<file path="src/rtl/qinfen_apb3_master_if.sv">
// Command/response channels plus the APB3 bus of the qinfen APB3 requester.
// The master modport is the requester's view; slave is the view of whatever sits around it.
interface qinfen_apb3_master_if #(
    parameter int ADDRWIDTH = 12
);
    logic                 cmd_valid;
    logic                 cmd_ready;
    logic                 cmd_write;
    logic [ADDRWIDTH-1:0] cmd_addr;
    logic [31:0]          cmd_wdata;

    logic                 rsp_valid;
    logic                 rsp_ready;
    logic [31:0]          rsp_rdata;
    logic                 rsp_err;

    logic [ADDRWIDTH-1:0] paddr;
    logic                 psel;
    logic                 penable;
    logic                 pwrite;
    logic [31:0]          pwdata;
    logic [31:0]          prdata;
    logic                 pready;
    logic                 pslverr;

    modport master (
        input  cmd_valid, cmd_write, cmd_addr, cmd_wdata,
        output cmd_ready,
        output rsp_valid, rsp_rdata, rsp_err,
        input  rsp_ready,
        output paddr, psel, penable, pwrite, pwdata,
        input  prdata, pready, pslverr
    );

    modport slave (
        output cmd_valid, cmd_write, cmd_addr, cmd_wdata,
        input  cmd_ready,
        input  rsp_valid, rsp_rdata, rsp_err,
        output rsp_ready,
        input  paddr, psel, penable, pwrite, pwdata,
        output prdata, pready, pslverr
    );
endinterface

</file>
<file path="src/rtl/qinfen_apb3_master.sv">
// APB3 requester: one valid/ready command becomes one SETUP+ACCESS transfer and one response beat.
// Optional ACCESS wait-state timeout is enabled by defining QINFEN_APB3_MST_TIMEOUT_EN.
module qinfen_apb3_master #(
    parameter int ADDRWIDTH      = 12,
    parameter int TIMEOUT_CYCLES = 256
) (
    input  logic                pclk,
    input  logic                presetn,
    qinfen_apb3_master_if.master bus
);

    typedef enum logic [1:0] {
        IDLE   = 2'd0,
        SETUP  = 2'd1,
        ACCESS = 2'd2,
        RESP   = 2'd3
    } state_t;

    state_t state_q;
    state_t state_d;

    logic cmd_accept;
    logic access_done;
    logic timeout_hit;

    if (TIMEOUT_CYCLES < 2) begin : g_timeout_range
        $error("qinfen_apb3_master: TIMEOUT_CYCLES must be at least 2");
    end

    assign cmd_accept    = (state_q == IDLE) && bus.cmd_valid;
    assign access_done   = (state_q == ACCESS) && bus.pready;
    assign bus.cmd_ready = (state_q == IDLE);

`ifdef QINFEN_APB3_MST_TIMEOUT_EN
    localparam int CNT_W = (TIMEOUT_CYCLES > 2) ? $clog2(TIMEOUT_CYCLES) : 1;

    logic [CNT_W-1:0] wait_cnt;

    // Counts completed ACCESS cycles without pready; SETUP always precedes ACCESS, so clear there.
    always_ff @(posedge pclk or negedge presetn) begin
        if (!presetn) begin
            wait_cnt <= '0;
        end else if (state_q == SETUP) begin
            wait_cnt <= '0;
        end else if ((state_q == ACCESS) && !bus.pready) begin
            wait_cnt <= wait_cnt + CNT_W'(1);
        end
    end

    // pready on the limit cycle takes priority through access_done in the next-state logic.
    assign timeout_hit = (state_q == ACCESS) && !bus.pready &&
                         (wait_cnt == CNT_W'(TIMEOUT_CYCLES - 1));
`else
    assign timeout_hit = 1'b0;
`endif

    always_ff @(posedge pclk or negedge presetn) begin
        if (!presetn) begin
            state_q <= IDLE;
        end else begin
            state_q <= state_d;
        end
    end

    always_comb begin
        state_d = state_q;
        case (state_q)
            IDLE: begin
                if (bus.cmd_valid) begin
                    state_d = SETUP;
                end
            end
            SETUP: begin
                state_d = ACCESS;
            end
            ACCESS: begin
                if (access_done || timeout_hit) begin
                    state_d = RESP;
                end
            end
            RESP: begin
                if (bus.rsp_ready) begin
                    state_d = IDLE;
                end
            end
            default: begin
                state_d = IDLE;
            end
        endcase
    end

    // Bus strobes come straight from flops decoded off the next state, so they cannot glitch.
    always_ff @(posedge pclk or negedge presetn) begin
        if (!presetn) begin
            bus.psel      <= 1'b0;
            bus.penable   <= 1'b0;
            bus.rsp_valid <= 1'b0;
        end else begin
            bus.psel      <= (state_d == SETUP) || (state_d == ACCESS);
            bus.penable   <= (state_d == ACCESS);
            bus.rsp_valid <= (state_d == RESP);
        end
    end

    always_ff @(posedge pclk or negedge presetn) begin
        if (!presetn) begin
            bus.paddr  <= '0;
            bus.pwrite <= 1'b0;
            bus.pwdata <= '0;
        end else if (cmd_accept) begin
            bus.paddr  <= {bus.cmd_addr[ADDRWIDTH-1:2], 2'b00};
            bus.pwrite <= bus.cmd_write;
            bus.pwdata <= bus.cmd_wdata;
        end
    end

    // prdata is only meaningful for reads; pslverr only counts on the pready cycle.
    always_ff @(posedge pclk or negedge presetn) begin
        if (!presetn) begin
            bus.rsp_rdata <= '0;
            bus.rsp_err   <= 1'b0;
        end else if (access_done) begin
            bus.rsp_rdata <= bus.pwrite ? 32'h0 : bus.prdata;
            bus.rsp_err   <= bus.pslverr;
        end else if (timeout_hit) begin
            bus.rsp_rdata <= 32'h0;
            bus.rsp_err   <= 1'b1;
        end
    end

endmodule

</file>
<file path="src/flat_wrapper.sv">
// flat-port wrapper written by rule: the top's interface ports become plain ports
module qinfen_apb3_master_flat 
#(
    parameter int ADDRWIDTH      = 12,
    parameter int TIMEOUT_CYCLES = 256
)
  (pclk, presetn, bus_cmd_valid, bus_cmd_write, bus_cmd_addr, bus_cmd_wdata, bus_cmd_ready, bus_rsp_valid, bus_rsp_rdata, bus_rsp_err, bus_rsp_ready, bus_paddr, bus_psel, bus_penable, bus_pwrite, bus_pwdata, bus_prdata, bus_pready, bus_pslverr);
  qinfen_apb3_master_if #(.ADDRWIDTH(ADDRWIDTH)) bus_i ();
  input  logic pclk;
  input  logic presetn;
  input wire logic [$bits(bus_i.cmd_valid)-1:0] bus_cmd_valid;
  input wire logic [$bits(bus_i.cmd_write)-1:0] bus_cmd_write;
  input wire logic [$bits(bus_i.cmd_addr)-1:0] bus_cmd_addr;
  input wire logic [$bits(bus_i.cmd_wdata)-1:0] bus_cmd_wdata;
  output wire logic [$bits(bus_i.cmd_ready)-1:0] bus_cmd_ready;
  output wire logic [$bits(bus_i.rsp_valid)-1:0] bus_rsp_valid;
  output wire logic [$bits(bus_i.rsp_rdata)-1:0] bus_rsp_rdata;
  output wire logic [$bits(bus_i.rsp_err)-1:0] bus_rsp_err;
  input wire logic [$bits(bus_i.rsp_ready)-1:0] bus_rsp_ready;
  output wire logic [$bits(bus_i.paddr)-1:0] bus_paddr;
  output wire logic [$bits(bus_i.psel)-1:0] bus_psel;
  output wire logic [$bits(bus_i.penable)-1:0] bus_penable;
  output wire logic [$bits(bus_i.pwrite)-1:0] bus_pwrite;
  output wire logic [$bits(bus_i.pwdata)-1:0] bus_pwdata;
  input wire logic [$bits(bus_i.prdata)-1:0] bus_prdata;
  input wire logic [$bits(bus_i.pready)-1:0] bus_pready;
  input wire logic [$bits(bus_i.pslverr)-1:0] bus_pslverr;
  assign bus_i.cmd_valid = bus_cmd_valid;
  assign bus_i.cmd_write = bus_cmd_write;
  assign bus_i.cmd_addr = bus_cmd_addr;
  assign bus_i.cmd_wdata = bus_cmd_wdata;
  assign bus_cmd_ready = bus_i.cmd_ready;
  assign bus_rsp_valid = bus_i.rsp_valid;
  assign bus_rsp_rdata = bus_i.rsp_rdata;
  assign bus_rsp_err = bus_i.rsp_err;
  assign bus_i.rsp_ready = bus_rsp_ready;
  assign bus_paddr = bus_i.paddr;
  assign bus_psel = bus_i.psel;
  assign bus_penable = bus_i.penable;
  assign bus_pwrite = bus_i.pwrite;
  assign bus_pwdata = bus_i.pwdata;
  assign bus_i.prdata = bus_prdata;
  assign bus_i.pready = bus_pready;
  assign bus_i.pslverr = bus_pslverr;
  qinfen_apb3_master #(.ADDRWIDTH(ADDRWIDTH), .TIMEOUT_CYCLES(TIMEOUT_CYCLES)) u_core (.pclk(pclk), .presetn(presetn), .bus(bus_i));
endmodule
</file>
<file path="config.mk">
export PLATFORM = sky130hd
export DESIGN_NAME = qinfen_apb3_master_flat
export DESIGN_NICKNAME = d
export VERILOG_FILES = /design/src/rtl/qinfen_apb3_master_if.sv /design/src/rtl/qinfen_apb3_master.sv /design/src/flat_wrapper.sv
export SDC_FILE = /design/constraint.sdc
export NUM_CORES = 1
export LEC_CHECK = 0
export BUFFER_PORTS_ARGS = -buffer_cell sky130_fd_sc_hd__clkbuf_2
export CAP_MARGIN = 20
export CORE_UTILIZATION = 41
export CTS_CLUSTER_SIZE = 24
export DETAILED_ROUTE_END_ITERATION = 8
export PLACE_DENSITY = 0.83
export SLEW_MARGIN = 20
export SYNTH_ARGS = -nofsm -noshare
export SYNTH_HDL_FRONTEND = slang
export SYNTH_SLANG_ARGS = --single-unit
export TNS_END_PERCENT = 1
</file>
<file path="constraint.sdc">
create_clock -name pclk -period 1.4 [get_ports pclk]
set_input_delay 0.07 -clock pclk [delete_from_list [all_inputs] [get_ports pclk]]
set_output_delay 0.07 -clock pclk [all_outputs]
set_load 0.05 [all_outputs]
</file>
* After elaboration in Yosys (flattened, before gate mapping)
Index checks and enable logic that the tools add are counted.
** Storage, ports and cells
- Output and inout port bits :: 82
- Input port bits :: 83
- Logic and storage cells :: 24
- Register bits :: 81
** Cells by class
- Equality and inequality tests :: 6
- Reductions and logical operators :: 4
- Multiplexer cells :: 5
** Operators with widths (count)
- $mux W32 :: 1
- $eq A2 B2 Y1 const B :: 4
- $pmux W2 S4 :: 1
- $mux W2 :: 3
- $eq A2 B1 Y1 const B :: 2
- $logic_and A1 B1 Y1 :: 2
- $logic_not A2 Y1 :: 1
- $logic_or A1 B1 Y1 :: 1

* Longest topological paths before layout
Gate-level depths: netlist of the first run.
- Word-level depth :: 6
- Gate-level depth with buffers :: 5

* Worst setup path before layout of the first run
No wires, ideal clock.
- Kind :: register to register
- From :: reg u_core.state_q[0]
- To :: reg u_core.bus.psel
- Buffers on the path :: 1
- Clock period less this slack :: 1787 ps
- Cell stages (with the launch flop) :: 6
- Setup slack :: -387 ps
- Arrival time :: 1675 ps
- Data required time :: 1287 ps
- Library setup time :: 113 ps
- Path through :: dfrtp_1 -> buf_4 -> nor2_1 -> nor2_1 -> ha_1 -> inv_1
** On the way
- Elaborated cells on any way between the ends :: 12
- Those cells by class :: eq/ne: 5; mux: 4; reduce/logical: 3
** RTL lines
- start: declaration :: line qinfen_apb3_master.sv:19 : state_t state_q;
- start signal: assignment :: line qinfen_apb3_master.sv:61 : state_q <= state_d;
- $logic_not A2 Y1 *
- via bus_cmd_ready :: line flat_wrapper.sv:15 : output wire logic [$bits(bus_i.cmd_ready)-1:0] bus_cmd_ready;
- $pmux W2 S4 * :: line qinfen_apb3_master.sv:67 : case (state_q)
- via u_core.state_d[1] :: line qinfen_apb3_master.sv:20 : state_t state_d;
- $eq A2 B1 Y1 or $eq A2 B2 Y1 (tied branches) :: line qinfen_apb3_master.sv:99 : bus.psel <= (state_d == SETUP) || (state_d == ACCESS);
- $logic_or A1 B1 Y1 * :: line qinfen_apb3_master.sv:99
- end signal: assignment :: line qinfen_apb3_master.sv:99
- end: declaration :: line qinfen_apb3_master_if.sv:31 : output paddr, psel, penable, pwrite, pwdata,
Mark *: on every way through the listed nets, which the timed path passes. The rest lies on a longest branch.
A chain may end at the register's enable or synchronous reset.

* Worst setup path in the final report of the first run
- From :: reg u_core.state_q[0]
- To :: reg u_core.bus.pwdata[31]
** On the way
- Cells in the longest elaborated chain, start to end :: 2
** RTL lines
- $logic_not A2 Y1 :: line qinfen_apb3_master.sv:30 : assign cmd_accept = (state_q == IDLE) && bus.cmd_valid;
- $logic_and A1 B1 Y1 :: line qinfen_apb3_master.sv:30
- end signal: assignment :: line qinfen_apb3_master.sv:113 : bus.pwdata <= bus.cmd_wdata;
- end: declaration :: line qinfen_apb3_master_if.sv:31
No other way between the ends.

==> key figures, run 1 <==
Synthesis
  • Seq cells post-synth: between 80 and 90
  • Post-synthesis adder-cell area fraction: 0.00377
  • Simple-Gate Fraction of Synth Area: 0.0777
  • Top cell type's share of synthesized area: 0.611
  • Post-Syn Instances: roughly 220
  • Synth Cell Area: 3320 um2
  • Number of synthesis warnings: 0
  • XOR/XNOR Fraction of Synth Area: 0
  • Top cells by area, synth: dfrtp_1 (61%), mux2_2 (23%), nor2b_1 (6.0%)
  • Main combinational cell family by area after synthesis: multiplexers
  • Netlist cell types: 21
  • Post-synthesis compound-gate area fraction: 0.00679
  • Sequential fraction of the synthesis area: 0.611
  • Multiplexer share of the synthesized area: 0.261
  • Largest area contributor in the netlist: dfrtp_1
  • Synth Area per Inst: ~15 um2

Floorplan
  • Initial core utilization: 0.427
  • Die Area: between 8000 and 9000 um2
  • Horiz. Die Dim: around 92 um
  • Core box area: approximately 7800 um2
  • Top Ports: about 170
  • Rows: 32
  • Die extent in y: approximately 90 um

Run status
  • Violated checks: negative setup slack
  • Outcome: complete, but fails checks

Detailed routing
  • First-pass detailed-route iteration total: 4
  • Via count: ~2.5k
  • Post-route DRC: 0
  • Initial DRC count: 58
  • ANT nets after route: 0
  • Via-to-Cell Ratio: approximately 4.7
  • WL per Instance: ~15 um
  • Final wirelength: a little over 8000 um

Clock tree
  • Clock buffer depth: 2
  • CTS tree: yes
  • Root Buffer: clkbuf_8
  • H-tree levels: 3
  • Clock sink count: 81
  • Clock-pin slew on the worst setup and hold paths: around 0.080 ns
  • Later-pin clock latency in the skew report: between 0.3 and 0.4 ns
  • CTS buffer count: 9

Setup path
  • Critical path class: flop to flop
  • Startpoint Class: flop
  • R2r endpoint: u_core.bus.pwdata[31]
  • Crit path arrival time: roughly 1.7 ns
  • Type of destination of the critical path: flop
  • R2r startpoint: u_core.state_q[0]
  • Reg2reg setup slack: -0.07 ns
  • Worst r2r path cells: 4
  • CP Data Required Time: 1.62 ns
  • CP Max Fanout: 18

STA
  • Max-slew violation count: 0
  • Setup_tns: -1.28 ns
  • Skew final: about 0.011 ns
  • Final hold viol count: 0
  • Highest clock rate: just under 700 MHz
  • RSZ-0062 raised after global routing: yes
  • Setup-failing EPs final: just under 60
  • Final WS setup: -0.0678 ns
  • Tcrit/Tclk final: 1.05
  • Final Critical Period: around 1.5 ns

Place
  • IO Port Bufs: 160
  • Worst slack, placed: -0.0362 ns
  • RePlAce Congestion: roughly 0.66
  • Dpl hpwl: around 4900 um

Global routing
  • First-pass GRT wire length: 13000 um
  • Gr usage total: 0.202
  • Vias in the first global route: 2798
  • Pin count of the biggest net entering global routing: 82
  • Initial antenna violation count: 0
  • Gr ovfl total: 0

Power
  • VDD IR-drop max: 1700 uV
  • Pwr Total: 13.9 mW
  • PwrDens: ~2700 nW/um2
  • Pleak: ~2.6 nW

Final layout
  • Final core utilization: 0.655
  • Inserted Diodes: 0
  • Area Growth Syn to Fin: 53.4%
  • Nets: between 500 and 600
  • Layout cells sized above 1: 0.583
  • FILL cells: a little under 600

Worst hold path
  • Hold Path Depth: 3
  • Worst hold start: bus_pready
  • Hold EP: u_core.bus.rsp_valid
  • Worst min-delay path class: input port to flop

Flow run
  • MaxCap Viol Count: 0
==> cells in the final DEF (no fill, tap or decap), drive strengths merged <==
cell type    netlist  final
a21boi             1      1
and3               1      1
and3b              1      1
buf               12     14
bufinv             0      2
clkbuf             3    170
clkinv             0      1
clkinvlp           0      1
conb               1      2
dfrtp             81     81
dlygate4sd3        0     46
ha                 1      1
inv                1      1
mux2              76     76
mux2i              1      1
nand2              1      1
nand2b             2      2
nor2               2      2
nor2b             32     32
nor3b              1      1
o22a               1      1
o22ai              1      1
==> critical path, stage by stage, from the launching register on <==
cell and delay (ns):
dfrtp_1 0.44, nor3b_4 0.23, buf_4 0.17, buf_16 0.16
mux2_2 0.35
==> state kept, by name (all words and copies together) (netlist names) <==
| name | count |
|---|---|
| u_core.bus.paddr | 10 |
| u_core.bus.penable | 1 |
| u_core.bus.psel | 1 |
| u_core.bus.pwdata | 32 |
| u_core.bus.pwrite | 1 |
| u_core.bus.rsp_err | 1 |
| u_core.bus.rsp_rdata | 32 |
| u_core.bus.rsp_valid | 1 |
| u_core.state_q | 2 |
==> through the flow <==
stage	hold WS [ns]	area [um2]	std cells
2_1_floorplan	-0.226	3330	220
4_1_cts	0.00444	5020	541
5_1_grt	0.0343	5090	541
6_report	0.0210	5090	541
3_5_place_dp	0.137	4240	474
3_3_place_gp	0.127	4240	474
==> worst max path at each step <==
stage                           start               endpoint  cells after the start
floorplan           u_core.state_q[0]   u_core.bus.paddr[10]                      4
global placement    u_core.state_q[0]  u_core.bus.pwdata[31]                      3
detailed placement  u_core.state_q[0]    u_core.bus.paddr[2]                      3
CTS                 u_core.state_q[0]  u_core.bus.pwdata[26]                      4
global route        u_core.state_q[0]  u_core.bus.pwdata[31]                      4
finish              u_core.state_q[0]  u_core.bus.pwdata[31]                      4
==> report_power, final <==
| part | leakage (nW) | switching (mW) | internal [mW] |
|---|---|---|---|
| Sequential | 0.989 | 0.640 | 3.47 |
| Combinational | 1.47 | 5.44 | 2.47 |
| Clock | 0.107 | 0.827 | 1.06 |
| Total | 2.56 | 6.91 | 7.00 |
==> metal layers <==
| metal | share of wire | routed length, um | vias up | GRT usage |
|---|---|---|---|---|
| li1 | - | - | 1167 | - |
| met4 | 0.019 | 156 | 0 | 0.0977 |
| met2 | 0.55 | 4520 | 108 | 0.361 |
| met3 | 0.055 | 448 | 14 | 0.0439 |
| met5 | 0 | 0 | - | 0 |
| met1 | 0.38 | 3090 | 1231 | 0.226 |
==> cell usage after synthesis (all sizes together) <==
master / instances
nand2b: 2
o22a: 1
nor2b: 32
mux2i: 1
nor3b: 1
and3b: 1
mux2: 76
dfrtp: 81
conb: 1
nor2: 2
nand2: 1
inv: 1
ha: 1
a21boi: 1
and3: 1
clkbuf: 3
buf: 12
o22ai: 1
==> what timing repair did <==
action / CTS / global route
setup buffers: 3 / 0
endpoints found under the hold margin: 126 / 0
hold buffers: 46 / 0
cloned: 2 / 0
gates resized for setup: 9 / 18
setup endpoints to repair: 68 / 78
pin swaps: 2 / 0
==> final cells by class <==
class	count	area (um2)	area share
repair buffers	218	1470	0.288
well taps	102	128	0.0251
multi-input cells	123	1240	0.244
clock buffers	12	145	0.0285
flip-flops and latches	81	2030	0.398
inverters	1	3.75	0.000738
clock inverters	4	76.3	0.0150
==> logic make-up after synthesis <==
family / after synthesis
buffers and inverters: 16
adder cells (fa/ha/maj): 1
flip-flops: 81
AO/OA/AOI/OAI: 3
AND/OR/NAND/NOR: 40
other: 1
multiplexers: 77
Power figures use the tool's default switching activity.
==> run 2: changes to the inputs <==
Settings changed: ABC_AREA from default to 1, CORE_UTILIZATION 41 to 46, PLACE_DENSITY 0.83 to 0.87.
Clock period 1.4 ns to 1.5 ns, I/O delays scaled along.
==> run 2 against run 1 <==
The run now ends clean; global-route usage up 5.3 points; clock skew hardly changed; combinational power shrank 14%; largest cell class unchanged; largest power group unchanged.
==> key figures, run 2 <==
Run status
  • Outcome: complete, no violations

Setup path
  • CP Max Fanout: 34
  • Type of destination of the critical path: output pin
  • Worst r2r path cells: 7
  • Crit path arrival time: ~1.3 ns
  • Startpoint Class: flop
  • R2r startpoint: u_core.state_q[0]
  • R2r endpoint: u_core.bus.psel
  • Reg2reg setup slack: 0.16 ns
  • CP Data Required Time: 1.42 ns
  • Critical path class: flop to output pin

Final layout
  • Top flop regs: u_core.bus.pwdata (32), u_core.bus.rsp_rdata (32), u_core.bus.paddr (10)
  • Nets: between 700 and 800
  • Commonest non-fill, non-tap cell in the layout: nand2_1
  • Commonest cells after routing, fill and taps aside: nand2_1 (187), clkbuf_2 (158), dfrtp_1 (79), dlygate4sd3_1 (52), nand3_1 (46)
  • Seq. cell area: about 2000 um2
  • Multi-input gate area: between 1000 and 1500 um2
  • Inserted Diodes: 0
  • Layout cells sized above 1: 0.306
  • Area Growth Syn to Fin: 49.7%
  • FILL cells: about 520

STA
  • Highest clock rate: about 710 MHz
  • Final hold viol count: 0
  • Setup-failing EPs final: 0
  • Max-slew violation count: 0
  • Setup_tns: 0 ns
  • Final Critical Period: between 1 and 1.5 ns
  • Tcrit/Tclk final: 0.942
  • RSZ-0062 raised after global routing: no
  • Skew final: between 0.01 and 0.015 ns

Detailed routing
  • Via count: 3473
  • Initial DRC count: around 110
  • Final wirelength: 9640 um
  • WL per Instance: 13.2 um
  • Via-to-Cell Ratio: 4.76
  • ANT nets after route: 0
  • Post-route DRC: 0
  • First-pass detailed-route iteration total: 4

Synthesis
  • Post-Syn Instances: 416
  • Seq cells post-synth: between 80 and 90
  • Commonest cells post-synth: nand2_1 (187), dfrtp_1 (81), nand3_1 (46)
  • Synth Area per Inst: a little over 8 um2
  • Ys async rst share: 1.00
  • Largest area contributor in the netlist: dfrtp_1
  • Number of synthesis warnings: 0
  • Post-synth top flop: dfrtp_1
  • Top cell type's share of synthesized area: 0.591
  • Netlist cell types: 15
  • Most numerous cell in the Yosys netlist: nand2_1
  • Top cells by area, synth: dfrtp_1 (59%), nand2_1 (20%), nand3_1 (6.7%)
  • Synth Cell Area: about 3400 um2
  • EDFF count, synth: 0
  • Sequential fraction of the synthesis area: 0.591

Worst hold path
  • Worst hold start: bus_prdata[17]
  • Hold Path Depth: 5
  • Worst min-delay path class: input port to flop
  • Hold EP: u_core.bus.rsp_rdata[17]

Floorplan
  • Rows: 31
  • Core box area: around 7200 um2
  • Die extent in y: 88.3 um
  • Die Area: just under 8000 um2
  • Horiz. Die Dim: about 90 um
  • Initial core utilization: 0.475
  • Top Ports: ~170

Clock tree
  • Clock buffer depth: 2
  • Clock-pin slew on the worst setup and hold paths: about 0.08 ns
  • CTS buffer count: 9
  • H-tree levels: 3
  • Later-pin clock latency in the skew report: ~0.34 ns
  • Root Buffer: clkbuf_8
  • Clock sink count: 81
  • CTS tree: yes

Place
  • RePlAce Congestion: between 0.7 and 0.8
  • Dpl hpwl: around 5700 um
  • IO Port Bufs: 160

Global routing
  • Vias in the first global route: between 3k and 4k
  • Gr usage total: 0.255
  • Initial antenna violation count: 0
  • First-pass GRT wire length: 15200 um
  • Pin count of the biggest net entering global routing: between 80 and 90
  • Gr ovfl total: 0

Power
  • Pleak: between 3 and 4 nW
  • Pwr Total: ~12 mW
  • PwrDens: ~2400 nW/um2
  • VDD IR-drop max: 1280 uV

Flow run
  • MaxCap Viol Count: 0
==> run 2: cell types whose count changed after synthesis, sizes merged, moves of 32 or more <==
cell and delta:
nor2b -32, nand2 +187, nor2 +33, inv +36, nand3 +47, mux2 -76
==> run 2: per-stage QoR <==
| step | util | cells | instance area (um2) | hold slack, ns | setup slack [ns] |
|---|---|---|---|---|---|
| 2_1_floorplan | - | 417 | 3430 | -0.221 | 0.0882 |
| 3_3_place_gp | 0.597 | 658 | 4310 | 0.131 | 0.191 |
| 3_5_place_dp | 0.597 | 658 | 4310 | 0.137 | 0.151 |
| 4_1_cts | 0.708 | 728 | 5110 | 0.00124 | 0.0386 |
| 5_1_grt | 0.712 | 730 | 5130 | 0.0102 | 0.0108 |
| 6_report | 0.712 | 730 | 5130 | 0.0160 | 0.0871 |
==> run 2: layer usage <==
| layer | track usage | part of all wire |
|---|---|---|
| met1 | 0.291 | 0.40 |
| met2 | 0.454 | 0.50 |
| met3 | 0.0662 | 0.076 |
| met4 | 0.104 | 0.019 |
| met5 | 0 | 0 |
==> run 2: kinds of logic after synthesis <==
| kind of cell | synth area share |
|---|---|
| buf+inv | 0.0821 |
| fa+ha+maj | 0.00365 |
| flops | 0.591 |
| compound gates | 0.00146 |
| simple gates | 0.321 |
| other cells | 0.00109 |
==> run 2: how the worst max path moves through the flow <==
| stage | slack (ns) | end | start | depth (start not counted) |
|---|---|---|---|---|
| floorplan | 0.09 | u_core.bus.rsp_rdata[0] | u_core.bus.pwrite | 5 |
| global placement | 0.19 | u_core.bus.psel | u_core.state_q[0] | 6 |
| detailed placement | 0.15 | u_core.bus.pwdata[22] | u_core.state_q[0] | 5 |
| CTS | 0.04 | u_core.bus.pwdata[31] | u_core.state_q[0] | 6 |
| global route | 0.01 | bus_pwrite | u_core.bus.pwrite | 2 |
| finish | 0.09 | bus_pwrite | u_core.bus.pwrite | 2 |
==> run 2: power breakdown <==
group          leakage (nW)  switching (mW)  internal (mW)
Sequential             1.02           0.584           3.16
Clock                 0.115           0.751           1.02
Combinational          1.93            5.20           1.60
Total                  3.06            6.53           5.78
==> run 2: worst max-delay path, stage by stage (launching register included) <==
cell      delay, ns
dfrtp_1        0.32
buf_4          0.32
clkbuf_2       0.34
==> run 2: final cells by class <==
| class | instances | area share |
|---|---|---|
| inverters | 37 | 0.0270 |
| clock inverters | 5 | 0.0151 |
| clock buffers | 11 | 0.0295 |
| repair buffers | 223 | 0.288 |
| multi-input cells | 274 | 0.221 |
| flip-flops and latches | 81 | 0.395 |
| well taps | 99 | 0.0241 |
==> run 2: repair_timing <==
item | CTS | global route
hold buffers | 52 | 0
gates resized for setup | 2 | 4
endpoints found under the hold margin | 132 | 0
gates cloned | 1 | 0
setup endpoints to repair | 1 | 38
pin swaps | 1 | 0
buffers inserted | 1 | 2
